[src/rtl/keypad_pkg.sv]
// Shared types, key map and column-decode helpers for the 4x4 keypad scanner.
package keypad_pkg;

    localparam int NUM_ROWS = 4;
    localparam int NUM_COLS = 4;

    typedef enum logic [1:0] {
        IDLE     = 2'd0,
        DEBOUNCE = 2'd1,
        PRESSED  = 2'd2
    } kp_state_t;

    typedef enum logic [1:0] {
        SCAN_NONE   = 2'd0,
        SCAN_SINGLE = 2'd1,
        SCAN_MULTI  = 2'd2
    } scan_result_t;

    localparam logic [3:0] KEY_MAP [NUM_ROWS][NUM_COLS] = '{
        '{4'h1, 4'h2, 4'h3, 4'hA},
        '{4'h4, 4'h5, 4'h6, 4'hB},
        '{4'h7, 4'h8, 4'h9, 4'hC},
        '{4'hE, 4'h0, 4'hF, 4'hD}
    };

    // Number of pulled-low (pressed) columns in an active-low column word.
    function automatic logic [2:0] count_active(input logic [3:0] cols_n);
        logic [2:0] n;
        n = 3'd0;
        for (int i = 0; i < NUM_COLS; i++) begin
            n = n + {2'b00, ~cols_n[i]};
        end
        return n;
    endfunction

    function automatic logic [1:0] first_active(input logic [3:0] cols_n);
        logic [1:0] idx;
        idx = 2'd0;
        for (int i = NUM_COLS - 1; i >= 0; i--) begin
            if (!cols_n[i]) begin
                idx = 2'(i);
            end else begin
                idx = idx;
            end
        end
        return idx;
    endfunction

endpackage

[src/rtl/keypad_row_scan.sv]
// Row driver, column synchronizer and per-scan classification (NONE/SINGLE/MULTI).
module keypad_row_scan
    import keypad_pkg::*;
#(
    parameter int SCAN_DIV = 50000
) (
    input  logic         clk,
    input  logic         rst_n,
    input  logic [3:0]   i_cols,
    output logic [3:0]   o_rows,
    output logic         o_scan_done,
    output scan_result_t o_result,
    output logic [3:0]   o_code
);

    localparam int PW = (SCAN_DIV > 1) ? $clog2(SCAN_DIV) : 1;

    logic [PW-1:0] r_presc;
    logic [1:0]    r_row_idx;
    logic [3:0]    r_rows;
    logic [3:0]    r_cols_meta;
    logic [3:0]    r_cols_sync;
    logic [1:0]    r_acc_cnt;
    logic [3:0]    r_acc_code;

    logic          w_tick;
    logic [1:0]    w_idx_nxt;
    logic [2:0]    w_row_hits;
    logic [1:0]    w_row_col;
    logic [2:0]    w_tot;
    logic [1:0]    w_tot_sat;
    logic [3:0]    w_code_nxt;

    assign w_tick     = (r_presc == PW'(SCAN_DIV - 1));
    assign w_idx_nxt  = r_row_idx + 2'd1;
    assign w_row_hits = count_active(r_cols_sync);
    assign w_row_col  = first_active(r_cols_sync);
    assign w_tot      = {1'b0, r_acc_cnt} + w_row_hits;

    // Merge the current row's sample into the running per-scan tally.
    always_comb begin
        w_tot_sat  = (w_tot >= 3'd2) ? 2'd2 : w_tot[1:0];
        w_code_nxt = r_acc_code;
        if (w_row_hits == 3'd1) begin
            w_code_nxt = KEY_MAP[r_row_idx][w_row_col];
        end else begin
            w_code_nxt = r_acc_code;
        end
    end

    // Classification of the completed scan, valid only while o_scan_done is high.
    always_comb begin
        o_scan_done = w_tick && (r_row_idx == 2'd3);
        o_code      = w_code_nxt;
        case (w_tot_sat)
            2'd0:    o_result = SCAN_NONE;
            2'd1:    o_result = SCAN_SINGLE;
            default: o_result = SCAN_MULTI;
        endcase
    end

    // Two-flop synchronizer; idle value is all columns released.
    always_ff @(posedge clk or negedge rst_n) begin
        if (!rst_n) begin
            r_cols_meta <= 4'hF;
            r_cols_sync <= 4'hF;
        end else begin
            r_cols_meta <= i_cols;
            r_cols_sync <= r_cols_meta;
        end
    end

    // Prescaler, row sequencing and scan accumulators.
    always_ff @(posedge clk or negedge rst_n) begin
        if (!rst_n) begin
            r_presc    <= '0;
            r_row_idx  <= 2'd0;
            r_rows     <= 4'b1110;
            r_acc_cnt  <= 2'd0;
            r_acc_code <= 4'h0;
        end else if (w_tick) begin
            r_presc   <= '0;
            r_row_idx <= w_idx_nxt;
            r_rows    <= ~(4'b0001 << w_idx_nxt);
            if (r_row_idx == 2'd3) begin
                r_acc_cnt  <= 2'd0;
                r_acc_code <= 4'h0;
            end else begin
                r_acc_cnt  <= w_tot_sat;
                r_acc_code <= w_code_nxt;
            end
        end else begin
            r_presc <= r_presc + PW'(1);
        end
    end

    assign o_rows = r_rows;

endmodule

[src/rtl/keypad_scanner.sv]
// 4x4 keypad scanner: debounce FSM, key strobe and 4-nibble history word.
// Optional auto-repeat while held is enabled by defining KEYPAD_AUTOREPEAT_EN.
module keypad_scanner
    import keypad_pkg::*;
#(
    parameter int SCAN_DIV       = 50000,
    parameter int DEBOUNCE_SCANS = 4,
    parameter int REPEAT_SCANS   = 64
) (
    input  logic        clk,
    input  logic        rst_n,
    input  logic [3:0]  cols,
    output logic [3:0]  rows,
    output logic [3:0]  key_code,
    output logic        key_valid,
    output logic        key_held,
    output logic [15:0] data
);

    localparam int CW = $clog2(DEBOUNCE_SCANS + 1);

    kp_state_t    r_state;
    kp_state_t    w_next_state;
    logic [3:0]   r_cand;
    logic [CW-1:0] r_cnt;
    logic [CW-1:0] r_rcnt;
    logic [3:0]   r_key_code;
    logic         r_key_valid;
    logic         r_key_held;
    logic [15:0]  r_data;

    logic         w_scan_done;
    scan_result_t w_result;
    logic [3:0]   w_code;
    logic [3:0]   w_rows;
    logic [CW-1:0] w_cnt_inc;
    logic [CW-1:0] w_rcnt_inc;
    logic         w_key_match;
    logic         w_rep_fire;
    logic         w_accept;
    logic [3:0]   w_accept_code;

    keypad_row_scan #(
        .SCAN_DIV (SCAN_DIV)
    ) u_row_scan (
        .clk         (clk),
        .rst_n       (rst_n),
        .i_cols      (cols),
        .o_rows      (w_rows),
        .o_scan_done (w_scan_done),
        .o_result    (w_result),
        .o_code      (w_code)
    );

    assign w_cnt_inc   = r_cnt + CW'(1);
    assign w_rcnt_inc  = r_rcnt + CW'(1);
    assign w_key_match = (w_result == SCAN_SINGLE) && (w_code == r_cand);

`ifdef KEYPAD_AUTOREPEAT_EN
    localparam int RW = $clog2(REPEAT_SCANS + 1);

    logic [RW-1:0] r_rep;
    logic [RW-1:0] w_rep_inc;

    assign w_rep_inc  = r_rep + RW'(1);
    assign w_rep_fire = (r_state == PRESSED) && w_key_match && (w_rep_inc == RW'(REPEAT_SCANS));

    // Count consecutive same-key scans while held; any other result restarts the count.
    always_ff @(posedge clk or negedge rst_n) begin
        if (!rst_n) begin
            r_rep <= '0;
        end else if (w_scan_done) begin
            if ((r_state == PRESSED) && w_key_match) begin
                r_rep <= w_rep_fire ? '0 : w_rep_inc;
            end else begin
                r_rep <= '0;
            end
        end else begin
            r_rep <= r_rep;
        end
    end
`else
    assign w_rep_fire = 1'b0;
`endif

    // FSM state register.
    always_ff @(posedge clk or negedge rst_n) begin
        if (!rst_n) begin
            r_state <= IDLE;
        end else begin
            r_state <= w_next_state;
        end
    end

    // FSM next state, evaluated once per completed scan.
    always_comb begin
        w_next_state = r_state;
        if (w_scan_done) begin
            case (r_state)
                IDLE: begin
                    if (w_result == SCAN_SINGLE) begin
                        w_next_state = (CW'(DEBOUNCE_SCANS) == CW'(1)) ? PRESSED : DEBOUNCE;
                    end else begin
                        w_next_state = IDLE;
                    end
                end
                DEBOUNCE: begin
                    if (w_key_match) begin
                        w_next_state = (w_cnt_inc == CW'(DEBOUNCE_SCANS)) ? PRESSED : DEBOUNCE;
                    end else begin
                        w_next_state = IDLE;
                    end
                end
                PRESSED: begin
                    if ((w_result == SCAN_NONE) && (w_rcnt_inc == CW'(DEBOUNCE_SCANS))) begin
                        w_next_state = IDLE;
                    end else begin
                        w_next_state = PRESSED;
                    end
                end
                default: w_next_state = IDLE;
            endcase
        end else begin
            w_next_state = r_state;
        end
    end

    // FSM outputs: accept on entry to PRESSED or on an auto-repeat scan.
    always_comb begin
        w_accept      = 1'b0;
        w_accept_code = r_cand;
        if (w_scan_done) begin
            case (r_state)
                IDLE: begin
                    w_accept      = (w_next_state == PRESSED);
                    w_accept_code = w_code;
                end
                DEBOUNCE: w_accept = (w_next_state == PRESSED);
                PRESSED:  w_accept = w_rep_fire;
                default:  w_accept = 1'b0;
            endcase
        end else begin
            w_accept = 1'b0;
        end
    end

    // Debounce/release counters and the candidate key.
    always_ff @(posedge clk or negedge rst_n) begin
        if (!rst_n) begin
            r_cand <= 4'h0;
            r_cnt  <= '0;
            r_rcnt <= '0;
        end else if (w_scan_done) begin
            case (r_state)
                IDLE: begin
                    r_rcnt <= '0;
                    if (w_result == SCAN_SINGLE) begin
                        r_cand <= w_code;
                        r_cnt  <= CW'(1);
                    end else begin
                        r_cnt <= '0;
                    end
                end
                DEBOUNCE: begin
                    r_rcnt <= '0;
                    r_cnt  <= w_key_match ? w_cnt_inc : '0;
                end
                PRESSED: begin
                    r_cnt <= '0;
                    if ((w_result == SCAN_NONE) && (w_next_state == PRESSED)) begin
                        r_rcnt <= w_rcnt_inc;
                    end else begin
                        r_rcnt <= '0;
                    end
                end
                default: begin
                    r_cnt  <= '0;
                    r_rcnt <= '0;
                end
            endcase
        end else begin
            r_cnt  <= r_cnt;
            r_rcnt <= r_rcnt;
        end
    end

    // Registered key outputs and the history shifter.
    always_ff @(posedge clk or negedge rst_n) begin
        if (!rst_n) begin
            r_key_code  <= 4'h0;
            r_key_valid <= 1'b0;
            r_key_held  <= 1'b0;
            r_data      <= 16'h0000;
        end else begin
            r_key_valid <= w_accept;
            r_key_held  <= (w_next_state == PRESSED);
            if (w_accept) begin
                r_key_code <= w_accept_code;
                r_data     <= {r_data[11:0], w_accept_code};
            end else begin
                r_key_code <= r_key_code;
                r_data     <= r_data;
            end
        end
    end

    assign rows      = w_rows;
    assign key_code  = r_key_code;
    assign key_valid = r_key_valid;
    assign key_held  = r_key_held;
    assign data      = r_data;

endmodule

[config.mk]
export PLATFORM = sky130hd
export DESIGN_NAME = keypad_scanner
export DESIGN_NICKNAME = d
export VERILOG_FILES = /design/src/rtl/keypad_pkg.sv /design/src/rtl/keypad_row_scan.sv /design/src/rtl/keypad_scanner.sv
export SDC_FILE = /design/constraint.sdc
export NUM_CORES = 1
export LEC_CHECK = 0
export CAP_MARGIN = 20
export CORE_ASPECT_RATIO = 0.6
export CORE_MARGIN = 2
export CORE_UTILIZATION = 52
export DETAILED_ROUTE_END_ITERATION = 12
export PLACE_DENSITY = 0.76
export SLEW_MARGIN = 20
export SYNTH_ARGS = -nofsm -noshare
export SYNTH_HDL_FRONTEND = slang
export SYNTH_SLANG_ARGS = --single-unit
[constraint.sdc]
create_clock -name clk -period 4.4 [get_ports clk]
set_input_delay 1.1 -clock clk [delete_from_list [all_inputs] [get_ports clk]]
set_output_delay 1.1 -clock clk [all_outputs]
set_load 0.01 [all_outputs]
======== Word-level counts from Yosys, hierarchy flattened ========
Cells that the tools add are included.
word-level totals
  bits in registers ....................... 70
  input bits .............................. 6
  output and inout bits ................... 26
  logic and storage cells ................. 85
cells by class
  add/subtract/negate cells ............... 8
  $lt $le $gt $ge ......................... 3
  equal/unequal tests ..................... 11
  shift operators ......................... 1
  multiplexer cells ....................... 31
  bitwise logic cells ..................... 7
  reductions and logical operators ........ 9
operators with widths
  kind                   count
  $mux 16                3
  $bmux 16 s2            1
  $mux 4                 6
  $mux 2                 10
  $add 16x1->16 const B  1
  $eq 16x16->1 const B   1
  $mux 3                 3
  $bmux 4 s2             1
  $add 3x1->3            2
  $add 3x1->3 const B    2
  $eq 2x1->1 const B     3
  $eq 2x2->1 const B     3
  $eq 3x3->1 const B     2
  $ge 3x3->1 const B     2
  $logic_not 2->1        3
  $not 2->3              2
  $pmux 2 s3             1
  $pmux 3 s2             1
  $eq 4x4->1             1
  $logic_and 1x1->1      4
  $mux 1                 4
  $not 1->1              4
  $not 4->4              1
  $pmux 2 s2             1
  other kinds (8)        8

======== Logic depth before layout (Yosys ltp) ========
  depth after elaboration ................. 18
  mapped depth ............................ 13
  depth with buffers taken out ............ 11

======== By module ========
From an unflattened synthesis, not the netlist that was laid out.
second synthesis, totals
  cells, all modules ...................... 287
  area, all modules ....................... 3,329.4 um^2
modules (own cells, without submodules)
  module           times used  cells an instance  area an instance (um^2)  seq. area each (um^2)
  keypad_row_scan  1           178                1,919.3                  914.6
  keypad_scanner   1           109                1,410.1                  750.7

======== Least setup slack after synthesis ========
No wires, ideal clock.
  path kind ............................... register to register
  from .................................... register u_row_scan.r_cols_sync[1]
  to ...................................... register r_data[11] (netlist: data[11])
  setup time .............................. 0.125 ns
  arrival ................................. 4.145 ns
  setup slack ............................. 0.130 ns
  cell stages (with the launch flop) ...... 14
  buffers on the path ..................... 2
  cells stage by stage .................... dfstp_2 > clkbuf_1 > inv_1 > ha_1 > fa_1 > ha_1 > fa_1 > xor2_1 > or3b_2 > nor3_2 > o2111ai_1 > nor4_4 > buf_6 > mux2_4
between the ends
  cells in the longest elaborated chain, start to end .. 17
  elaborated cells on any way between the ends .. 31
  classes of those cells .................. 4 x add/sub; 1 x order compare; 5 x eq/ne; 15 x mux; 2 x bitwise; 4 x reduce/logical
ends and longest elaborated chain
  element                                        line                                                                RTL
  start: declaration                             keypad_row_scan.sv:22                                               logic [3:0] r_cols_sync;
  start signal: assignment                       keypad_row_scan.sv:69                                               r_cols_sync <= r_cols_meta;
  $not 1->1                                      keypad_pkg.sv:31                                                    n = n + {2'b00, ~cols_n[i]};
  $add 1x1->2                                    keypad_pkg.sv:31
  $add 3x1->3 (2 in a row)                       keypad_pkg.sv:31
  $add 2x3->3                                    keypad_row_scan.sv:38                                               assign w_tot = {1'b0, r_acc_cnt} + w_row_hits;
  $ge 3x2->1                                     keypad_row_scan.sv:42                                               w_tot_sat = (w_tot >= 3'd2) ? 2'd2 : w_tot[1:0];
  $mux 2                                         keypad_row_scan.sv:42
  $eq 2x1->1 or $logic_not 2->1 (tied branches)  keypad_row_scan.sv:55                                               case (w_tot_sat)
  $pmux 2 s2                                     keypad_row_scan.sv:55
  $eq 2x1->1 or $logic_not 2->1 (tied branches)  keypad_scanner.sv:57, keypad_scanner.sv:101, keypad_scanner.sv:115
  $logic_and 1x1->1 (on tied branches)           keypad_scanner.sv:57, keypad_scanner.sv:115
  $mux 2 (on tied branches)                      keypad_scanner.sv:108, keypad_scanner.sv:115
  $pmux 2 s3 (*)                                 keypad_scanner.sv:99                                                case (r_state)
  $mux 2 (*)                                     keypad_scanner.sv:98                                                if (w_scan_done) begin
  $eq 2x2->1 (*)                                 keypad_scanner.sv:135, keypad_scanner.sv:138
  $mux 1 (*)                                     -
  $mux 1 (*)                                     keypad_scanner.sv:132                                               if (w_scan_done) begin
  end signal: assignment                         keypad_scanner.sv:199                                               r_data <= {r_data[11:0], w_accept_code};
  end signal: assignment                         keypad_scanner.sv:202                                               r_data <= r_data;
  end: declaration                               keypad_scanner.sv:30                                                logic [15:0] r_data;
Mark *: on every way between the ends. The rest lies on a longest branch, timed or not. The select of a mux whose other input is x is not followed.
A chain may end at the register's enable or synchronous reset.

======== Worst setup path in the final report ========
  from .................................... register u_row_scan.r_cols_sync[0]
  to ...................................... register r_data[3] (netlist: data[3])
between the ends
  cells in the longest elaborated chain, start to end .. 17
  elaborated cells on any way between the ends .. 32
  classes of those cells .................. 4 x add/sub; 1 x order compare; 5 x eq/ne; 16 x mux; 2 x bitwise; 4 x reduce/logical
ends and longest elaborated chain
  element                                        line
  $not 1->1                                      keypad_pkg.sv:31
  $add 1x1->2                                    keypad_pkg.sv:31
  $add 3x1->3 (2 in a row)                       keypad_pkg.sv:31
  $add 2x3->3                                    keypad_row_scan.sv:38
  $ge 3x2->1                                     keypad_row_scan.sv:42
  $mux 2                                         keypad_row_scan.sv:42
  $eq 2x1->1 or $logic_not 2->1 (tied branches)  keypad_row_scan.sv:55
  $pmux 2 s2                                     keypad_row_scan.sv:55
  $eq 2x1->1 or $logic_not 2->1 (tied branches)  keypad_scanner.sv:57, keypad_scanner.sv:101, keypad_scanner.sv:115
  $logic_and 1x1->1 (on tied branches)           keypad_scanner.sv:57, keypad_scanner.sv:115
  $mux 2 (on tied branches)                      keypad_scanner.sv:108, keypad_scanner.sv:115
  $pmux 2 s3                                     keypad_scanner.sv:99
  $mux 2                                         keypad_scanner.sv:98
  $eq 2x2->1                                     keypad_scanner.sv:135, keypad_scanner.sv:138
  $mux 1                                         -
  $mux 1                                         keypad_scanner.sv:132
Several ways; a longest one is shown, not always the timed one. The select of a mux whose other input is x is not followed.

==> flow_summary.json <==
{
  "synth_ff_type": "dfrtp_1",
  "hold_path_depth": 0,
  "max_slew_margin_pct": 59.2,
  "drc": 0,
  "synth_most_common_cell": "dfrtp_1",
  "endpoint_kind": "flop",
  "timing.rr.start": "u_row_scan.r_cols_sync[0]",
  "status": "complete, no violations",
  "cp.required_ns": 4.62,
  "drt_iter0_markers": 152,
  "power_frac_comb_pct": 6.6,
  "setup_violations": 0,
  "portBuffers": 31,
  "hold_class": "flop to flop",
  "period_share_pct": 95.2,
  "clkPwrFrac_pct": 42.3,
  "p_switching_w": 0.000266,
  "finalCriticalPeriod_ns": 4.19,
  "die_w_microns": 109,
  "synth_nets": 338,
  "synth_compound_area_share_pct": 11.3,
  "worstMarginPinSlew_ns": 0.612,
  "grt_pass1_wl_microns": 11300,
  "track_usage_pct": 21.1,
  "p_leak_nw": 1.75,
  "place_congestion": 0.899,
  "overflow": 0,
  "wl_per_cell_microns": 15.5,
  "diodes": 0,
  "min_to": "u_row_scan.r_cols_sync[1]",
  "p_per_area_nw_per_um2": 302,
  "use_met2_pct": 30.3,
  "syn2layout_area_growth_pct": 17.7,
  "peakVddDrop_v": 0.000211,
  "dieArea_sq_um": 7240,
  "path_class": "flop to flop",
  "synth-simple-area-share_pct": 17.7,
  "ys_seq_area_share_pct": 48.8,
  "cts_tree": "yes",
  "antenna_found_initial": 0,
  "grt_busiest_layer": "met1",
  "tns_ns": 0,
  "finalHoldViolations": 0,
  "grt_pass1_vias": 2260,
  "start_util_pct": 54.8,
  "fp-row-count": 22,
  "core_area_sq_um": 6220,
  "clock-skew-final_ns": 0.00737,
  "grt_use_met3_pct": 7.05,
  "drv_slew": 0,
  "vias_per_cell": 5.61,
  "cts.clk_slew.worst_paths_ns": 0.06,
  "r2r_cells": 12,
  "place_hpwl_microns": 5020,
  "yosys.area.top_type_share_pct": 40.4,
  "drive_gt1_share_pct": 18.3,
  "postCtsHoldBufs": 0,
  "syn_area_sq_um": 3410,
  "vias": 2462,
  "drv_cap": 0,
  "async_flop_share_pct": 100,
  "synth-edff-count": 0,
  "intPower_w": 0.000945,
  "fmax_mhz": 239,
  "grt_max_degree": 31,
  "crit_fanout": 17,
  "synthMuxAreaShare_pct": 7.82,
  "wl_microns": 6810,
  "synth_fa_ha_area_share_pct": 7.05,
  "numCtsBuffers": 9,
  "synth_top_area_cell": "dfrtp_1",
  "io_pins": 32,
  "cp-start-kind": "flop",
  "gr-usage-met1_pct": 30.5,
  "cts_buffer_depth": 2,
  "netlist_instances": 314,
  "switching_share_pct": 22.0,
  "r2r_end": "data[3]",
  "syn_avg_cell_area_sq_um": 10.9,
  "cts_sinks": 66,
  "p_seq_share_pct": 51.1,
  "crit_arrival_ns": 4.41,
  "hp-start": "u_row_scan.r_cols_meta[1]",
  "htreeDepth": 3,
  "r2r_slack_ns": 0.21,
  "die_y_microns": 66.7,
  "synth_top_family_by_area": "simple AND/OR/NAND/NOR gates",
  "ant_nets": 0,
  "yosys-top-cells-area": "dfrtp_1, dfstp_2, ha_1",
  "grt_setup_unrepaired": "false",
  "synth_common_cells": "dfrtp_1, nand2_1, nor2_1, o21ai_0, ha_1",
  "layout.nets": 375,
  "synthXorXnorAreaFrac_pct": 3.60,
  "clk_latency_ns": 0.34,
  "yosys_warnings": 0,
  "firstDrtPassIters": 4,
  "clock-root-buffer": "clkbuf_8",
  "fin_util_pct": 64.5,
  "ys_ff_latch": 66,
  "synth_cell_types": 47
}
how the worst max path moves through the flow:
| stage | startpoint | end | cells past startpoint |
|---|---|---|---|
| global route | u_row_scan.r_cols_sync[1] | r_cnt[2] | 11 |
| global placement | u_row_scan.r_cols_sync[0] | data[8] | 12 |
| floorplan | u_row_scan.r_cols_sync[1] | data[11] | 13 |
| detailed placement | u_row_scan.r_cols_sync[0] | data[3] | 12 |
| finish | u_row_scan.r_cols_sync[0] | data[3] | 12 |
| CTS | u_row_scan.r_cols_sync[0] | data[3] | 12 |
timing repair:
action	CTS	global route
gates resized for setup	0	2
setup buffers	0	0
endpoints found under the hold margin	0	0
setup endpoints to repair	0	5
cells in the final DEF, fill, tap and decap left out, types with 2 or more instances in the layout:
cell type         n
xor2_1            9
or3_1             5
ha_1             16
fa_1              2
o2111ai_1         2
nand2_1          26
mux2_4            8
buf_4             6
a21oi_1           6
dfrtp_1          55
nand4_1           5
clkdlybuf4s50_1  30
o21ai_0          22
o21a_1            5
a211oi_1          2
nor4_1            5
mux2_2           13
a21o_1            2
xnor2_1           5
or4_1             3
a31o_2            2
o31ai_1           5
nor3_1            7
inv_1            14
or3b_2            3
dfstp_2          11
a22o_1            5
nand2b_1          3
clkbuf_8         12
nor3b_1           4
nor2b_1           5
nand3_1          12
nor2_1           22
o211ai_1          5
power by group through the flow:
| stage | clock, W | sequential [W] | combinational [W] |
|---|---|---|---|
| after floorplan | 0 | 0.000626 | 0.0000486 |
| after global placement | 0 | 0.000629 | 0.0000756 |
| after detailed placement | 0 | 0.000629 | 0.0000784 |
| after CTS | 0.000527 | 0.000618 | 0.0000795 |
| after global routing | 0.000560 | 0.000619 | 0.0000891 |
| final | 0.000512 | 0.000618 | 0.0000803 |
cell families (layout without fill, tap and decap cells):
| group | Yosys count | in the layout |
|---|---|---|
| buffers and inverters | 26 | 67 |
| AND/OR/NAND/NOR | 110 | 110 |
| adder cells (fa/ha/maj) | 18 | 18 |
| XOR/XNOR | 14 | 14 |
| multiplexers | 21 | 21 |
| flip-flops | 66 | 66 |
| AO/OA/AOI/OAI | 59 | 59 |
flip-flops by register name, indices dropped and copies added (netlist names):
signal,count
key_valid,1
r_cand,4
r_cnt,3
u_row_scan.r_acc_cnt,2
key_held,1
key_code,3
u_row_scan.r_presc,16
u_row_scan.r_cols_meta,4
r_state,2
u_row_scan.r_cols_sync,4
u_row_scan.r_row_idx,2
data,13
u_row_scan.o_rows,4
u_row_scan.r_acc_code,4
r_rcnt,3
metrics by stage:
stage / cell area, sq um / hold slack, ns / power, W / setup WS [ns] / std cells
2_1_floorplan: 3410 / 0.345 / 0.000675 / 0.130 / 314
3_3_place_gp: 3800 / 0.347 / 0.000704 / 0.333 / 424
3_5_place_dp: 3800 / 0.348 / 0.000708 / 0.189 / 424
4_1_cts: 4000 / 0.357 / 0.00123 / 0.154 / 439
5_1_grt: 4010 / 0.364 / 0.00127 / 0.0449 / 439
6_report: 4010 / 0.356 / 0.00121 / 0.210 / 439
critical path, stage by stage (launching register included):
cell and delay, ns:
dfstp_2 0.59, inv_1 0.09, ha_1 0.32, fa_1 0.38
ha_1 0.34, fa_1 0.44, xor2_1 0.19, or3b_2 0.52
nor3_2 0.14, o2111ai_1 0.18, nor4_4 0.26, buf_6 0.25
mux2_2 0.36
metal layers:
metal	vias up	share of wire, %	wire (microns)
met5	-	0	0
met4	0	0.84	57
met2	46	44	2980
met3	8	5.1	346
li1	1196	-	-
met1	1212	50	3430
layout make-up:
| class | count | area, sq um |
|---|---|---|
| well taps | 84 | 105 |
| flip-flops and latches | 66 | 1670 |
| clock buffers | 13 | 169 |
| inverters | 14 | 52.6 |
| repair buffers | 38 | 362 |
| clock inverters | 2 | 35.0 |
| multi-input cells | 222 | 1620 |
| fillers | 519 | 2210 |
Note: power is estimated with default switching activity, not from simulation.
